--- config.mk ---
export PLATFORM = sky130hd
export DESIGN_NAME = mem_access_seq_flat
export DESIGN_NICKNAME = d
export VERILOG_FILES = /design/src/rtl/mem_access_seq_pkg.sv /design/src/rtl/mem_access_seq_if.sv /design/src/rtl/mem_access_seq_lane_merge.sv /design/src/rtl/mem_access_seq.sv /design/src/flat_wrapper.sv
export SDC_FILE = /design/constraint.sdc
export NUM_CORES = 1
export LEC_CHECK = 0
export CELL_PAD_IN_SITES_DETAIL_PLACEMENT = 2
export CELL_PAD_IN_SITES_GLOBAL_PLACEMENT = 2
export CORE_MARGIN = 5
export CORE_UTILIZATION = 26
export DETAILED_ROUTE_END_ITERATION = 8
export GPL_TIMING_DRIVEN = 1
export PLACE_DENSITY_LB_ADDON = 0.1
export SYNTH_ARGS = -nofsm -noshare
export SYNTH_HDL_FRONTEND = slang
export SYNTH_HIERARCHICAL = 1
export SYNTH_SLANG_ARGS = --single-unit
export TNS_END_PERCENT = 5
--- constraint.sdc ---
create_clock -name i_clock -period 2.9 [get_ports i_clock]
set_clock_uncertainty 0.2 [all_clocks]
set_input_delay 0.58 -clock i_clock [delete_from_list [all_inputs] [get_ports i_clock]]
set_output_delay 0.58 -clock i_clock [all_outputs]
set_load 0.01 [all_outputs]
--- src/rtl/mem_access_seq_pkg.sv ---
// Shared types for the memory-access sequencer: size codes, FSM states and
// the alignment rule applied to incoming requests.
package mem_access_seq_pkg;

  typedef enum logic [1:0] {
    SZ_NONE = 2'b00,
    SZ_BYTE = 2'b01,
    SZ_HALF = 2'b10,
    SZ_WORD = 2'b11
  } size_e;

  typedef enum logic [1:0] {
    ST_IDLE = 2'b00,
    ST_RD   = 2'b01,
    ST_WR   = 2'b10,
    ST_FIN  = 2'b11
  } state_e;

  function automatic logic is_misaligned(input size_e sz, input logic [1:0] lo);
    logic mis;
    mis = 1'b0;
    case (sz)
      SZ_HALF: mis = lo[0];
      SZ_WORD: mis = (lo != 2'b00);
      default: mis = 1'b0;
    endcase
    return mis;
  endfunction

endpackage

--- src/rtl/mem_access_seq_if.sv ---
// Request/response and memory bus of the sequencer; slave is the sequencer side.
interface mem_access_seq_if;
  logic        i_start;
  logic        i_is_store;
  logic [1:0]  i_size;
  logic [31:0] i_addr;
  logic [31:0] i_store_data;
  logic [31:0] i_mem_rdata;
  logic [31:0] o_mem_addr;
  logic        o_mem_wr;
  logic [31:0] o_mem_wdata;
  logic [31:0] o_load_data;
  logic        o_busy;
  logic        o_done;
  logic        o_misaligned;

  modport slave (
    input  i_start, i_is_store, i_size, i_addr, i_store_data, i_mem_rdata,
    output o_mem_addr, o_mem_wr, o_mem_wdata, o_load_data, o_busy, o_done, o_misaligned
  );

  modport master (
    output i_start, i_is_store, i_size, i_addr, i_store_data, i_mem_rdata,
    input  o_mem_addr, o_mem_wr, o_mem_wdata, o_load_data, o_busy, o_done, o_misaligned
  );
endinterface

--- src/rtl/mem_access_seq_lane_merge.sv ---
// Lane datapath: extracts a zero-extended byte/half/word from a memory word
// and merges store data into the selected lane of that word.
module lane_merge
  import mem_access_seq_pkg::*;
(
  input  logic [31:0] i_word,
  input  logic [31:0] i_data,
  input  size_e       i_size,
  input  logic [1:0]  i_lane,
  output logic [31:0] o_extracted,
  output logic [31:0] o_merged
);

  logic [4:0] w_byte_sh;
  logic [4:0] w_half_sh;

  assign w_byte_sh = {i_lane, 3'b000};
  assign w_half_sh = {i_lane[1], 4'b0000};

  // Lane select for both directions; non-selected lanes pass through on merge.
  always_comb begin
    o_extracted = 32'h0000_0000;
    o_merged    = i_word;
    case (i_size)
      SZ_BYTE: begin
        o_extracted = {24'h00_0000, i_word[w_byte_sh +: 8]};
        o_merged[w_byte_sh +: 8] = i_data[7:0];
      end
      SZ_HALF: begin
        o_extracted = {16'h0000, i_word[w_half_sh +: 16]};
        o_merged[w_half_sh +: 16] = i_data[15:0];
      end
      SZ_WORD: begin
        o_extracted = i_word;
        o_merged    = i_data;
      end
      default: begin
        o_extracted = 32'h0000_0000;
        o_merged    = i_word;
      end
    endcase
  end

endmodule

--- src/rtl/mem_access_seq.sv ---
// Multicycle load/store sequencer for a word-wide memory without byte enables;
// sub-word stores are read-modify-write, loads are lane-extracted.
module mem_access_seq
  import mem_access_seq_pkg::*;
#(
  parameter int MEM_LATENCY = 1,
  parameter int CNT_W       = 3
) (
  input logic              i_clock,
  input logic              i_reset,
  mem_access_seq_if.slave  bus
);

  state_e           r_state;
  state_e           w_next;
  logic             r_is_store;
  size_e            r_size;
  logic [1:0]       r_lane;
  logic [31:0]      r_store_data;
  logic [CNT_W-1:0] r_cnt;
  logic [31:0]      r_mem_addr;
  logic [31:0]      r_mem_wdata;
  logic [31:0]      r_load_data;
  logic             r_mem_wr;
  logic             r_busy;
  logic             r_done;
  logic             r_misaligned;

  logic             w_req;
  logic             w_req_mis;
  logic             w_rd_last;
  size_e            w_req_size;
  logic             w_busy_nx;
  logic             w_done_nx;
  logic             w_wr_nx;
  logic             w_mis_nx;
  logic [31:0]      w_extracted;
  logic [31:0]      w_merged;

  assign w_req      = (r_state == ST_IDLE) && bus.i_start;
  assign w_req_size = size_e'(bus.i_size);
  assign w_req_mis  = is_misaligned(w_req_size, bus.i_addr[1:0]);
  // Capture happens on the last of MEM_LATENCY read cycles.
  assign w_rd_last  = (r_state == ST_RD) && (r_cnt == CNT_W'(MEM_LATENCY - 1));

  lane_merge u_lane_merge (
    .i_word      (bus.i_mem_rdata),
    .i_data      (r_store_data),
    .i_size      (r_size),
    .i_lane      (r_lane),
    .o_extracted (w_extracted),
    .o_merged    (w_merged)
  );

  // State register.
  always_ff @(posedge i_clock) begin
    if (i_reset) begin
      r_state <= ST_IDLE;
    end else begin
      r_state <= w_next;
    end
  end

  // Next-state decode.
  always_comb begin
    w_next = r_state;
    case (r_state)
      ST_IDLE: begin
        if (!w_req) begin
          w_next = ST_IDLE;
        end else if ((w_req_size == SZ_NONE) || w_req_mis) begin
          w_next = ST_FIN;
        end else if (bus.i_is_store && (w_req_size == SZ_WORD)) begin
          w_next = ST_WR;
        end else begin
          w_next = ST_RD;
        end
      end
      ST_RD: begin
        if (!w_rd_last) begin
          w_next = ST_RD;
        end else if (r_is_store) begin
          w_next = ST_WR;
        end else begin
          w_next = ST_FIN;
        end
      end
      ST_WR:   w_next = ST_FIN;
      ST_FIN:  w_next = ST_IDLE;
      default: w_next = ST_IDLE;
    endcase
  end

  // Output decode from the upcoming state so the status outputs can be registered.
  always_comb begin
    w_busy_nx = (w_next != ST_IDLE);
    w_done_nx = (w_next == ST_FIN);
    w_wr_nx   = (w_next == ST_WR);
    if (w_req) begin
      w_mis_nx = w_req_mis && (w_next == ST_FIN);
    end else begin
      w_mis_nx = 1'b0;
    end
  end

  // Request latch, latency counter, data capture and registered outputs.
  always_ff @(posedge i_clock) begin
    if (i_reset) begin
      r_is_store   <= 1'b0;
      r_size       <= SZ_NONE;
      r_lane       <= 2'b00;
      r_store_data <= 32'h0000_0000;
      r_cnt        <= {CNT_W{1'b0}};
      r_mem_addr   <= 32'h0000_0000;
      r_mem_wdata  <= 32'h0000_0000;
      r_load_data  <= 32'h0000_0000;
      r_mem_wr     <= 1'b0;
      r_busy       <= 1'b0;
      r_done       <= 1'b0;
      r_misaligned <= 1'b0;
    end else begin
      r_busy       <= w_busy_nx;
      r_done       <= w_done_nx;
      r_mem_wr     <= w_wr_nx;
      r_misaligned <= w_mis_nx;
      if ((r_state == ST_RD) && (w_next == ST_RD)) begin
        r_cnt <= r_cnt + CNT_W'(1);
      end else begin
        r_cnt <= {CNT_W{1'b0}};
      end
      if (w_req) begin
        r_is_store   <= bus.i_is_store;
        r_size       <= w_req_size;
        r_lane       <= bus.i_addr[1:0];
        r_store_data <= bus.i_store_data;
        r_mem_addr   <= {bus.i_addr[31:2], 2'b00};
        r_mem_wdata  <= bus.i_store_data;
      end else if (w_rd_last) begin
        if (r_is_store) begin
          r_mem_wdata <= w_merged;
        end else begin
          r_load_data <= w_extracted;
        end
      end
    end
  end

  assign bus.o_mem_addr   = r_mem_addr;
  assign bus.o_mem_wr     = r_mem_wr;
  assign bus.o_mem_wdata  = r_mem_wdata;
  assign bus.o_load_data  = r_load_data;
  assign bus.o_busy       = r_busy;
  assign bus.o_done       = r_done;
  assign bus.o_misaligned = r_misaligned;

endmodule

--- src/flat_wrapper.sv ---
// flat-port wrapper written by rule: the top's interface ports become plain ports
module mem_access_seq_flat import mem_access_seq_pkg::*;
#(
  parameter int MEM_LATENCY = 1,
  parameter int CNT_W       = 3
)
  (i_clock, i_reset, bus_i_start, bus_i_is_store, bus_i_size, bus_i_addr, bus_i_store_data, bus_i_mem_rdata, bus_o_mem_addr, bus_o_mem_wr, bus_o_mem_wdata, bus_o_load_data, bus_o_busy, bus_o_done, bus_o_misaligned);
  mem_access_seq_if bus_i ();
  input logic i_clock;
  input logic i_reset;
  input wire logic [$bits(bus_i.i_start)-1:0] bus_i_start;
  input wire logic [$bits(bus_i.i_is_store)-1:0] bus_i_is_store;
  input wire logic [$bits(bus_i.i_size)-1:0] bus_i_size;
  input wire logic [$bits(bus_i.i_addr)-1:0] bus_i_addr;
  input wire logic [$bits(bus_i.i_store_data)-1:0] bus_i_store_data;
  input wire logic [$bits(bus_i.i_mem_rdata)-1:0] bus_i_mem_rdata;
  output wire logic [$bits(bus_i.o_mem_addr)-1:0] bus_o_mem_addr;
  output wire logic [$bits(bus_i.o_mem_wr)-1:0] bus_o_mem_wr;
  output wire logic [$bits(bus_i.o_mem_wdata)-1:0] bus_o_mem_wdata;
  output wire logic [$bits(bus_i.o_load_data)-1:0] bus_o_load_data;
  output wire logic [$bits(bus_i.o_busy)-1:0] bus_o_busy;
  output wire logic [$bits(bus_i.o_done)-1:0] bus_o_done;
  output wire logic [$bits(bus_i.o_misaligned)-1:0] bus_o_misaligned;
  assign bus_i.i_start = bus_i_start;
  assign bus_i.i_is_store = bus_i_is_store;
  assign bus_i.i_size = bus_i_size;
  assign bus_i.i_addr = bus_i_addr;
  assign bus_i.i_store_data = bus_i_store_data;
  assign bus_i.i_mem_rdata = bus_i_mem_rdata;
  assign bus_o_mem_addr = bus_i.o_mem_addr;
  assign bus_o_mem_wr = bus_i.o_mem_wr;
  assign bus_o_mem_wdata = bus_i.o_mem_wdata;
  assign bus_o_load_data = bus_i.o_load_data;
  assign bus_o_busy = bus_i.o_busy;
  assign bus_o_done = bus_i.o_done;
  assign bus_o_misaligned = bus_i.o_misaligned;
  mem_access_seq #(.MEM_LATENCY(MEM_LATENCY), .CNT_W(CNT_W)) u_core (.i_clock(i_clock), .i_reset(i_reset), .bus(bus_i));
endmodule
==> results of run 1 <==
## cell usage after synthesis (all sizes together) (4+ instances only)
| master | n |
|---|---|
| o221ai | 16 |
| a22o | 7 |
| clkbuf | 43 |
| a32o | 8 |
| nand2b | 12 |
| mux2i | 9 |
| o21ai | 12 |
| nand3b | 4 |
| a311oi | 32 |
| dfxtp | 140 |
| ha | 7 |
| nand2 | 263 |
| a21oi | 127 |
| nor2 | 47 |
| buf | 28 |
| and3 | 18 |
| nor2b | 31 |
| inv | 9 |
| a221o | 8 |
| a22oi | 16 |
| nor3 | 5 |
| or3 | 9 |
## state kept, by name, summed over array words and instances, names as in the netlist
name,flops
u_core/bus.o_busy,1
u_core/bus.o_misaligned,1
u_core/bus.o_load_data,32
u_core/bus.o_done,1
u_core/bus.o_mem_wdata,32
u_core/r_size,2
u_core/bus.o_mem_addr,30
u_core/r_cnt,3
u_core/r_state,2
u_core/r_store_data,32
u_core/r_is_store,1
u_core/r_lane,2
u_core/bus.o_mem_wr,1
## power groups by stage
stage          registers, mW  clock network [mW]  logic [mW]
4_1_cts                 2.23                2.61        1.42
5_1_grt                 2.25                2.69        1.54
2_1_floorplan           2.28                   0       0.692
6_report                2.23                2.54        1.40
3_5_place_dp            2.27                   0        1.41
3_3_place_gp            2.27                   0        1.40
## tightest hold or removal path: cells and delay by family (launching register included)
family | cells | cell delay, ps
flops | 1 | 310
simple gates | 1 | 50
compound gates | 1 | 50
## how the worst max path moves through the flow
| stage | start | endpoint | slack, ps | depth (start not counted) |
|---|---|---|---|---|
| finish | u_core/r_lane[1]$_SDFFE_PP0N_ | u_core/bus.o_mem_wdata[29]$_SDFFE_PP0P_ | 240 | 8 |
| CTS | u_core/r_lane[1]$_SDFFE_PP0N_ | u_core/bus.o_mem_wdata[29]$_SDFFE_PP0P_ | 290 | 8 |
| global route | u_core/r_lane[1]$_SDFFE_PP0N_ | u_core/bus.o_mem_wdata[29]$_SDFFE_PP0P_ | 140 | 8 |
| floorplan | u_core/r_lane[0]$_SDFFE_PP0N_ | u_core/bus.o_mem_wdata[24]$_SDFFE_PP0P_ | 680 | 8 |
| detailed placement | bus_i_start | u_core/bus.o_mem_wdata[30]$_SDFFE_PP0P_ | 220 | 5 |
| global placement | bus_i_start | u_core/bus.o_mem_wdata[0]$_SDFFE_PP0P_ | 320 | 5 |
## cell type report
type,count,area [µm²]
clock buffers,20,457
inverters,9,33.8
multi-input cells,649,3490
fillers,2848,15500
repair buffers,230,2260
well taps,330,413
flip-flops and latches,140,2800
clock inverters,10,213
## logic make-up after synthesis
| logic type | after synthesis |
|---|---|
| AOI/OAI and AO/OA | 233 |
| adders and majority gates | 7 |
| buffers and inverters | 80 |
| DFF | 140 |
| muxes | 9 |
| other | 1 |
| and+or+nand+nor | 398 |
## routing by layer
metal  wire, µm  track usage [%]
met5          0                0
met4        543             5.08
met3       2070             6.30
met2      13300             31.8
met1      12700             25.0
## metrics by stage
| step | instance area, µm² | power (mW) | worst slack (ps) | util [%] |
|---|---|---|---|---|
| floorplan | 6650 | 2.97 | 685 | - |
| global placement | 9000 | 3.66 | 318 | 35.7 |
| detailed placement | 9000 | 3.68 | 221 | 35.7 |
| CTS | 9670 | 6.27 | 294 | 38.4 |
| global route | 9670 | 6.48 | 143 | 38.4 |
| finish | 9670 | 6.17 | 241 | 38.4 |
==> results.md, run 1 <==
* Outcome: finished clean
* DR vias at 6972
* Slack of the worst reg-to-reg path at 240 ps
* Die W at 170 µm
* Largest net degree at the start of global routing at 71
* Post-DR vias/cell at 5.02
* Antenna violations before repair at 0
* Global route overflow at 0
* Worst setup SP type: flop
* Sequential area share after synthesis at 42.2%
* Worst Hold Endpoint: u_core/bus.o_mem_addr[22]$_SDFFE_PP0N_
* Crit path cell chain: inv_1 > ha_1 > nor4bb_1 > buf_4 > a21oi_1 > o221ai_1 > nand2_1 > a311oi_1
* IO Port Bufs at 199
* Cell Int Power at 4.37 mW
* Final Hold Vio Count at 0
* RSZ-0062 raised after global routing: false
* Worst-path clk slew at 60 ps
* FP Rows at 58
* Synth top area cells: dfxtp_1 42%, nand2_1 15%, a21oi_1 9.6%, a311oi_1 4.2%, nor2b_1 2.9%
* Post-Synth XOR/XNOR Area at 0%
* Mux share of post-synthesis cell area at 1.36%
* Post-CTS sizing at 0
* Chip height at 170 µm
* Initial Util at 26.4%
* Critical-path top delay cell: dfxtp_1
* Fin. max-slew vios at 0
* Post-synth EDFFs at 0
* Max Buffers Root-to-Sink at 2
* Reg2Reg Launch Point: u_core/r_lane[1]$_SDFFE_PP0N_
* Critical path type: reg2reg
* VDD IR max at 444 µV
* Switching Share at 29.1%
* Leakage power at 3.53 nW
* Root Driver: clkbuf_16
* Tcrit/Tclk final at 91.7%
* Vias in the first global route at 7478
* #FFs+latches synth at 140
* FMAX at 0.376 GHz
* CTS H-tree lvls at 4
* TritonCTS clock tree: done
* P_sw at 1.80 mW
* Total I/O pin count at 202
* PD cells at 639 nW/µm²
* Yosys warning count at 6
* Clock network power share at 41.2%
* First-pass GRT wire length at 44000 µm
* Crit Reg-Reg Endpoint: u_core/bus.o_mem_wdata[29]$_SDFFE_PP0P_
* Final setup viols at 0
* Die area at 28900 µm²
* Top-area cell type share of the netlist area at 42.2%
* Setup TNS at 0 ps
* Worst setup EP type: flop
* Post-synthesis instance area at 6650 µm²
* CP bufs+invs at 2
* Routability-driven placement congestion ratio at 0.840
* Commonest non-fill, non-tap cell in the layout: nand2_1
* Maxcap violations at 0
* Diodes inserted at 0
* Worst-margin pin slew at 743 ps
* Fin nets at 1156
* Distinct cells, synth at 45
* First-pass detailed-route iteration total at 5
* Core Region at 25200 µm²
* Gr usage total at 19.5%
* Post-CTS Setup Inserts at 0
* Total Wirelength at 28600 µm
* 1st-iter DRT viols at 301
* Slew margin rel. at 50.4%
* Post-route minimum period at 2660 ps
* Area grow syn2layout at 45.5%
* Hold_buf cts at 0
* Layout cells sized above 1 at 6.71%
* Hold slack at 255 ps
* Sequential share of power at 36.1%
* Logic pwr share at 22.7%
* Synth Area in Adders at 1.32%
* Top_reg_cell synth: dfxtp_1
* Max incr delay on CP at 480 ps
* Worst hold path class: reg2reg
* Post-Place Cells at 1358
* R2R cell count at 8
* Post-synthesis compound-gate area fraction at 23.2%
* Post-route ant nets at 0
* Commonest cells after routing, fill and taps aside: 263 x nand2_1, 198 x clkdlybuf4s50_1, 140 x dfxtp_1, 127 x a21oi_1, 46 x nor2_1
* Simple-gate share of the synthesized area at 26.4%
* Post-route DRC at 0
* WHS Path Cells at 2
* Clock Latency Late Sink at 420 ps
* Non-filler cells, final at 1388
* HPWL Detailed at 20800 µm
* Largest family of logic cells by synthesized area: simple AND/OR/NAND/NOR gates
* CP top delay family: compound AO/OA/AOI/OAI gates
* Num CTS Buffers at 17
* WL/cell at 20.6 µm
* Gate count of the mapped netlist at 868
* Syn Area/Cell at 7.66 µm²
* Critical Path RT at 3020 ps
* Yosys top cell by area: dfxtp_1
* Clock Sink Count at 140
* Crit path max fanout at 8
* Hold Startpoint: u_core/bus.o_mem_addr[22]$_SDFFE_PP0N_
* Asr flop ratio synth at 0%
* Arr. time, crit path at 2780 ps
No activity file was read; power rests on OpenSTA's default activity.
==> run 2: changes to the inputs <==
--- a/config.mk
+++ b/config.mk
@@ -7,8 +7,9 @@
 export LEC_CHECK = 0
 export CELL_PAD_IN_SITES_DETAIL_PLACEMENT = 2
 export CELL_PAD_IN_SITES_GLOBAL_PLACEMENT = 2
+export CORE_ASPECT_RATIO = 1.25
 export CORE_MARGIN = 5
-export CORE_UTILIZATION = 26
+export CORE_UTILIZATION = 28
 export DETAILED_ROUTE_END_ITERATION = 8
 export GPL_TIMING_DRIVEN = 1
 export PLACE_DENSITY_LB_ADDON = 0.1
==> constraint.sdc (replaced) <==
create_clock -name i_clock -period 3.4 [get_ports i_clock]
set_clock_uncertainty 0.2 [all_clocks]
set_input_delay 0.68 -clock i_clock [delete_from_list [all_inputs] [get_ports i_clock]]
set_output_delay 0.68 -clock i_clock [all_outputs]
set_load 0.01 [all_outputs]
==> run 2 against run 1 <==
Utilization increased by 1.7 points. Non-clock buffer count shrank 7. Sequential power fell by 14%. Via count up 1.4%. Total power decreased by 20%. Combinational power decreased by 16%. Fmax decreased by 5.3%. Die area down 6.7%. Critical path depth fell by 1. Clock-buffer cell count decreased by 2. Worst hold slack worse by 0.91 ps. Critical path type unchanged. Largest cell class unchanged.
==> results.md, run 2 (synthesis gave the netlist of run 1 again) <==
* Post-Place Cells at 1313
* Worst setup EP type: flop
* 1st-iter DRT viols at 339
* Worst hold path class: reg2reg
* Worst setup SP type: flop
* RSZ-0062 raised after global routing: false
* Critical path type: reg2reg
* Antenna violations before repair at 0
* Num CTS Buffers at 17
* R2R cell count at 7
* Die W at 148 µm
* CTS H-tree lvls at 4
* Clock Latency Late Sink at 430 ps
* Outcome: finished clean
* Layout cells sized above 1 at 6.36%
* Post-route ant nets at 0
* Post-DR vias/cell at 5.26
* Total Wirelength at 28300 µm
* Slew margin rel. at 36.4%
* Leakage power at 3.45 nW
* Fin. max-slew vios at 0
* Hold_buf cts at 0
* Post-route DRC at 0
* Commonest cells after routing, fill and taps aside: 263 x nand2_1, 198 x clkdlybuf4s50_1, 140 x dfxtp_1, 127 x a21oi_1, 46 x nor2_1
* FP Rows at 63
* Post-route minimum period at 2810 ps
* FMAX at 0.356 GHz
* Worst-margin pin slew at 954 ps
* Fillers at 2683
* Vias in the first global route at 7493
* WL/cell at 21.0 µm
* Tcrit/Tclk final at 82.6%
* Non-filler cells, final at 1345
* Die area at 26900 µm²
* First-pass detailed-route iteration total at 4
* Final Hold Vio Count at 0
* Critical Path RT at 3530 ps
* PD cells at 522 nW/µm²
* Final Core Density at 40.1%
* TritonCTS clock tree: done
* Commonest non-fill, non-tap cell in the layout: nand2_1
* Worst Hold Endpoint: u_core/bus.o_mem_addr[19]$_SDFFE_PP0N_
* Slack of the worst reg-to-reg path at 590 ps
* Global route overflow at 0
* Arr. time, crit path at 2940 ps
* Diodes inserted at 0
* DR vias at 7071
* First-pass GRT wire length at 43600 µm
* VDD IR max at 365 µV
* Setup TNS at 0 ps
* Clock Sink Count at 140
* Worst-path clk slew at 70 ps
* Final setup viols at 0
* Crit path max fanout at 9
* Chip height at 182 µm
* IO Port Bufs at 199
* Initial Util at 28.2%
* Largest net degree at the start of global routing at 90
* Total I/O pin count at 202
* Area grow syn2layout at 42.3%
* Gr usage total at 20.6%
* Max Buffers Root-to-Sink at 2
* WHS Path Cells at 2
* Post-CTS Setup Inserts at 0
* Routability-driven placement congestion ratio at 0.835
* Root Driver: clkbuf_16
* Core Region at 23600 µm²
* Crit Reg-Reg Endpoint: u_core/bus.o_mem_wdata[1]$_SDFFE_PP0P_
* HPWL Detailed at 20700 µm
* Reg2Reg Launch Point: u_core/r_lane[0]$_SDFFE_PP0N_
* Post-CTS sizing at 0
* Fin nets at 1149
* Maxcap violations at 0
* Hold Startpoint: u_core/bus.o_mem_addr[19]$_SDFFE_PP0N_
==> run 2: changes by cell type in the layout (fill, tap and decap cells not counted), sizes merged <==
cell and delta:
inv +4, clkinv +4, clkinvlp +1, clkbuf -2
buf -7, bufinv -5
==> run 2: metal layers <==
layer,routed length (µm),vias to the layer above,GRT usage (%)
met1,12100,3541,24.8
met2,14600,165,37.7
met5,0,-,0
met4,274,0,4.36
met3,1320,17,4.30
li1,-,3348,-
==> run 2: report_power, final <==
part / total (mW) / internal [mW] / switching (mW)
logic: 1.17 / 0.522 / 0.651
clock network: 1.85 / 1.04 / 0.806
registers: 1.91 / 1.79 / 0.129
total: 4.93 / 3.35 / 1.59
==> run 2: worst max-delay path by stage <==
stage,startpoint,endpoint,cells after the start
3_3_place_gp,bus_i_start,u_core/bus.o_mem_wdata[31]$_SDFFE_PP0P_,5
4_1_cts,u_core/r_lane[0]$_SDFFE_PP0N_,u_core/bus.o_mem_wdata[1]$_SDFFE_PP0P_,7
6_report,u_core/r_lane[0]$_SDFFE_PP0N_,u_core/bus.o_mem_wdata[1]$_SDFFE_PP0P_,7
5_1_grt,u_core/r_lane[0]$_SDFFE_PP0N_,u_core/bus.o_mem_wdata[1]$_SDFFE_PP0P_,7
2_1_floorplan,u_core/r_lane[0]$_SDFFE_PP0N_,u_core/bus.o_mem_wdata[24]$_SDFFE_PP0P_,8
3_5_place_dp,bus_i_start,u_core/bus.o_mem_wdata[22]$_SDFFE_PP0P_,5
==> run 2: cell type report <==
| type | count | area [µm²] | share of cell area (%) |
|---|---|---|---|
| clock buffers | 18 | 439 | 4.65 |
| multi-input cells | 649 | 3480 | 36.8 |
| flip-flops and latches | 140 | 2800 | 29.6 |
| well taps | 292 | 365 | 3.86 |
| repair buffers | 223 | 2190 | 23.2 |
| clock inverters | 14 | 135 | 1.43 |
| inverters | 9 | 33.8 | 0.357 |
==> run 2: worst max-delay path, cell delays in order, from the launching register on <==
cell and delay, ps:
dfxtp_1 590, inv_1 180, ha_1 380, nor3b_1 330, o22a_1 380, a22o_1 260
nand2_1 80, a311oi_1 310
==> run 2: metrics by stage <==
step                area [µm²]  worst slack (ps)  power, mW  hold WS, ps
global placement          8880               416       3.11          241
CTS                       9450               645       5.01          259
floorplan                 6650              1180       2.54          237
detailed placement        8880               310       3.14          249
finish                    9450               591       4.93          254
global route              9450               519       5.17          268
==> run 3: changes to the inputs <==
--- a/config.mk
+++ b/config.mk
@@ -9,7 +9,7 @@
 export CELL_PAD_IN_SITES_GLOBAL_PLACEMENT = 2
 export CORE_ASPECT_RATIO = 1.25
 export CORE_MARGIN = 5
-export CORE_UTILIZATION = 28
+export CORE_UTILIZATION = 26
 export DETAILED_ROUTE_END_ITERATION = 8
 export GPL_TIMING_DRIVEN = 1
 export PLACE_DENSITY_LB_ADDON = 0.1
==> constraint.sdc (replaced) <==
create_clock -name i_clock -period 2.92 [get_ports i_clock]
set_clock_uncertainty 0.2 [all_clocks]
set_input_delay 0.584 -clock i_clock [delete_from_list [all_inputs] [get_ports i_clock]]
set_output_delay 0.584 -clock i_clock [all_outputs]
set_load 0.01 [all_outputs]
==> run 3 against run 2 <==
Clock-buffer cell count grew 4. Highest routed layer unchanged. Worst setup slack lost 270 ps. Total power grew 23%. Via count shrank 0.20%. Utilization shrank 1.7 points. Sequential cell count is the same. Critical path type unchanged. Non-clock buffer count grew 9.
==> results.md, run 3 (synthesis gave the netlist of run 1 again) <==
* Slack of the worst reg-to-reg path at 330 ps
* Crit path cell chain: nand3b_2 > nor2_2 > a32o_1 > nand2_1 > a311oi_1
* Layout cells sized above 1 at 6.88%
* Vias in the first global route at 7483
* Non-filler cells, final at 1396
* Final setup viols at 0
* CTS H-tree lvls at 4
* R2R cell count at 5
* Commonest non-fill, non-tap cell in the layout: nand2_1
* Antenna violations before repair at 0
* Post-DR vias/cell at 5.06
* Post-route minimum period at 2590 ps
* Slew margin rel. at 40.3%
* Fin. max-slew vios at 0
* Root Driver: clkbuf_16
* Final Core Density at 38.4%
* Critical-path top delay cell: dfxtp_1
* Total Wirelength at 29000 µm
* CP bufs+invs at 0
* DR vias at 7057
* Post-route ant nets at 0
* Reg area at 2800 µm²
* Commonest cells after routing, fill and taps aside: 263 x nand2_1, 198 x clkdlybuf4s50_1, 140 x dfxtp_1, 127 x a21oi_1, 46 x nor2_1
* Critical Path RT at 3050 ps
* Arr. time, crit path at 2720 ps
* Post-CTS sizing at 0
* First-pass GRT wire length at 44900 µm
* Fin nets at 1158
* Max incr delay on CP at 900 ps
* Chip height at 189 µm
* Critical path type: reg2reg
* Die area at 28900 µm²
* WL/cell at 20.8 µm
* Worst hold path class: reg2reg
* Die W at 153 µm
* First-pass detailed-route iteration total at 5
* Pre-CTS WS at 282 ps
* Initial Util at 26.4%
* Total I/O pin count at 202
* Hold_buf cts at 0
* Setup TNS at 0 ps
* PD cells at 627 nW/µm²
* HPWL Detailed at 21600 µm
* FP Rows at 65
* Global route overflow at 0
* Leakage power at 3.54 nW
* Clock Sink Count at 140
* Tcrit/Tclk final at 88.9%
* Fillers at 2917
* Area grow syn2layout at 45.7%
* CP top delay family: flip-flops
* Gr usage total at 19.8%
* Final Hold Vio Count at 0
* PnR Total Power at 6.07 mW
* VDD IR max at 433 µV
* Post-CTS Setup Inserts at 0
* Maxcap violations at 0
* Crit Reg-Reg Endpoint: u_core/bus.o_mem_wdata[12]$_SDFFE_PP0P_
* Worst-path clk slew at 60 ps
* Reg2Reg Launch Point: u_core/r_size[0]$_SDFFE_PP0N_
* Worst setup EP type: flop
* Diodes inserted at 0
* RSZ-0062 raised after global routing: false
* Num CTS Buffers at 17
* Clock Latency Late Sink at 430 ps
* Crit path max fanout at 23
* Routability-driven placement congestion ratio at 0.860
* Core Region at 25200 µm²
* Max Buffers Root-to-Sink at 2
* IO Port Bufs at 199
* Worst Hold Endpoint: u_core/bus.o_load_data[29]$_SDFFE_PP0P_
* Worst setup SP type: flop
* WHS Path Cells at 2
* FMAX at 0.385 GHz
* Hold Startpoint: u_core/bus.o_load_data[29]$_SDFFE_PP0P_
* Largest net degree at the start of global routing at 65
* PnR worst setup slack at 325 ps
* 1st-iter DRT viols at 332
* TritonCTS clock tree: done
* Worst-margin pin slew at 895 ps
* Post-route DRC at 0
* Outcome: finished clean
* Multi-input logic area at 3480 µm²
* Post-Place Cells at 1365
## run 3: final cells by class
class	count	area share, %
inverters	9	0.349
well taps	335	4.33
clock buffers	22	4.90
repair buffers	232	23.6
multi-input cells	649	36.0
flip-flops and latches	140	28.9
clock inverters	9	1.89
## run 3: worst min-delay path, cell delays in order (launching register included)
cell and delay [ps]:
dfxtp_1 310, nand2_1 50, a21oi_1 50
## run 3: worst max-delay path by stage
stage | start | endpoint | slack, ps | depth (start not counted)
floorplan | u_core/r_lane[0]$_SDFFE_PP0N_ | u_core/bus.o_mem_wdata[24]$_SDFFE_PP0P_ | 700 | 8
global placement | bus_i_start | u_core/bus.o_mem_wdata[14]$_SDFFE_PP0P_ | 370 | 5
detailed placement | bus_i_start | u_core/bus.o_mem_wdata[5]$_SDFFE_PP0P_ | 280 | 5
CTS | u_core/r_size[0]$_SDFFE_PP0N_ | u_core/bus.o_mem_wdata[12]$_SDFFE_PP0P_ | 320 | 5
global route | u_core/r_size[0]$_SDFFE_PP0N_ | u_core/bus.o_mem_wdata[11]$_SDFFE_PP0P_ | 200 | 5
finish | u_core/r_size[0]$_SDFFE_PP0N_ | u_core/bus.o_mem_wdata[12]$_SDFFE_PP0P_ | 330 | 5
## run 3: through the flow
stage	hold WS (ps)	instance area [µm²]
2_1_floorplan	237	6650
3_3_place_gp	241	9020
3_5_place_dp	250	9020
4_1_cts	258	9680
5_1_grt	277	9680
6_report	253	9680
## run 3: report_power, final
part | switching, mW | leakage (nW) | internal [mW]
registers | 0.143 | 1.14 | 2.08
clock network | 0.865 | 0.313 | 1.58
logic | 0.769 | 2.08 | 0.626
## run 3: layer usage
metal | part of all wire [%] | track usage, % | vias to the layer above
met4 | 1.3 | 4.87 | 0
li1 | - | - | 3362
met2 | 50 | 34.8 | 212
met3 | 5.9 | 5.21 | 21
met1 | 42 | 24.2 | 3462
met5 | 0 | 0 | -
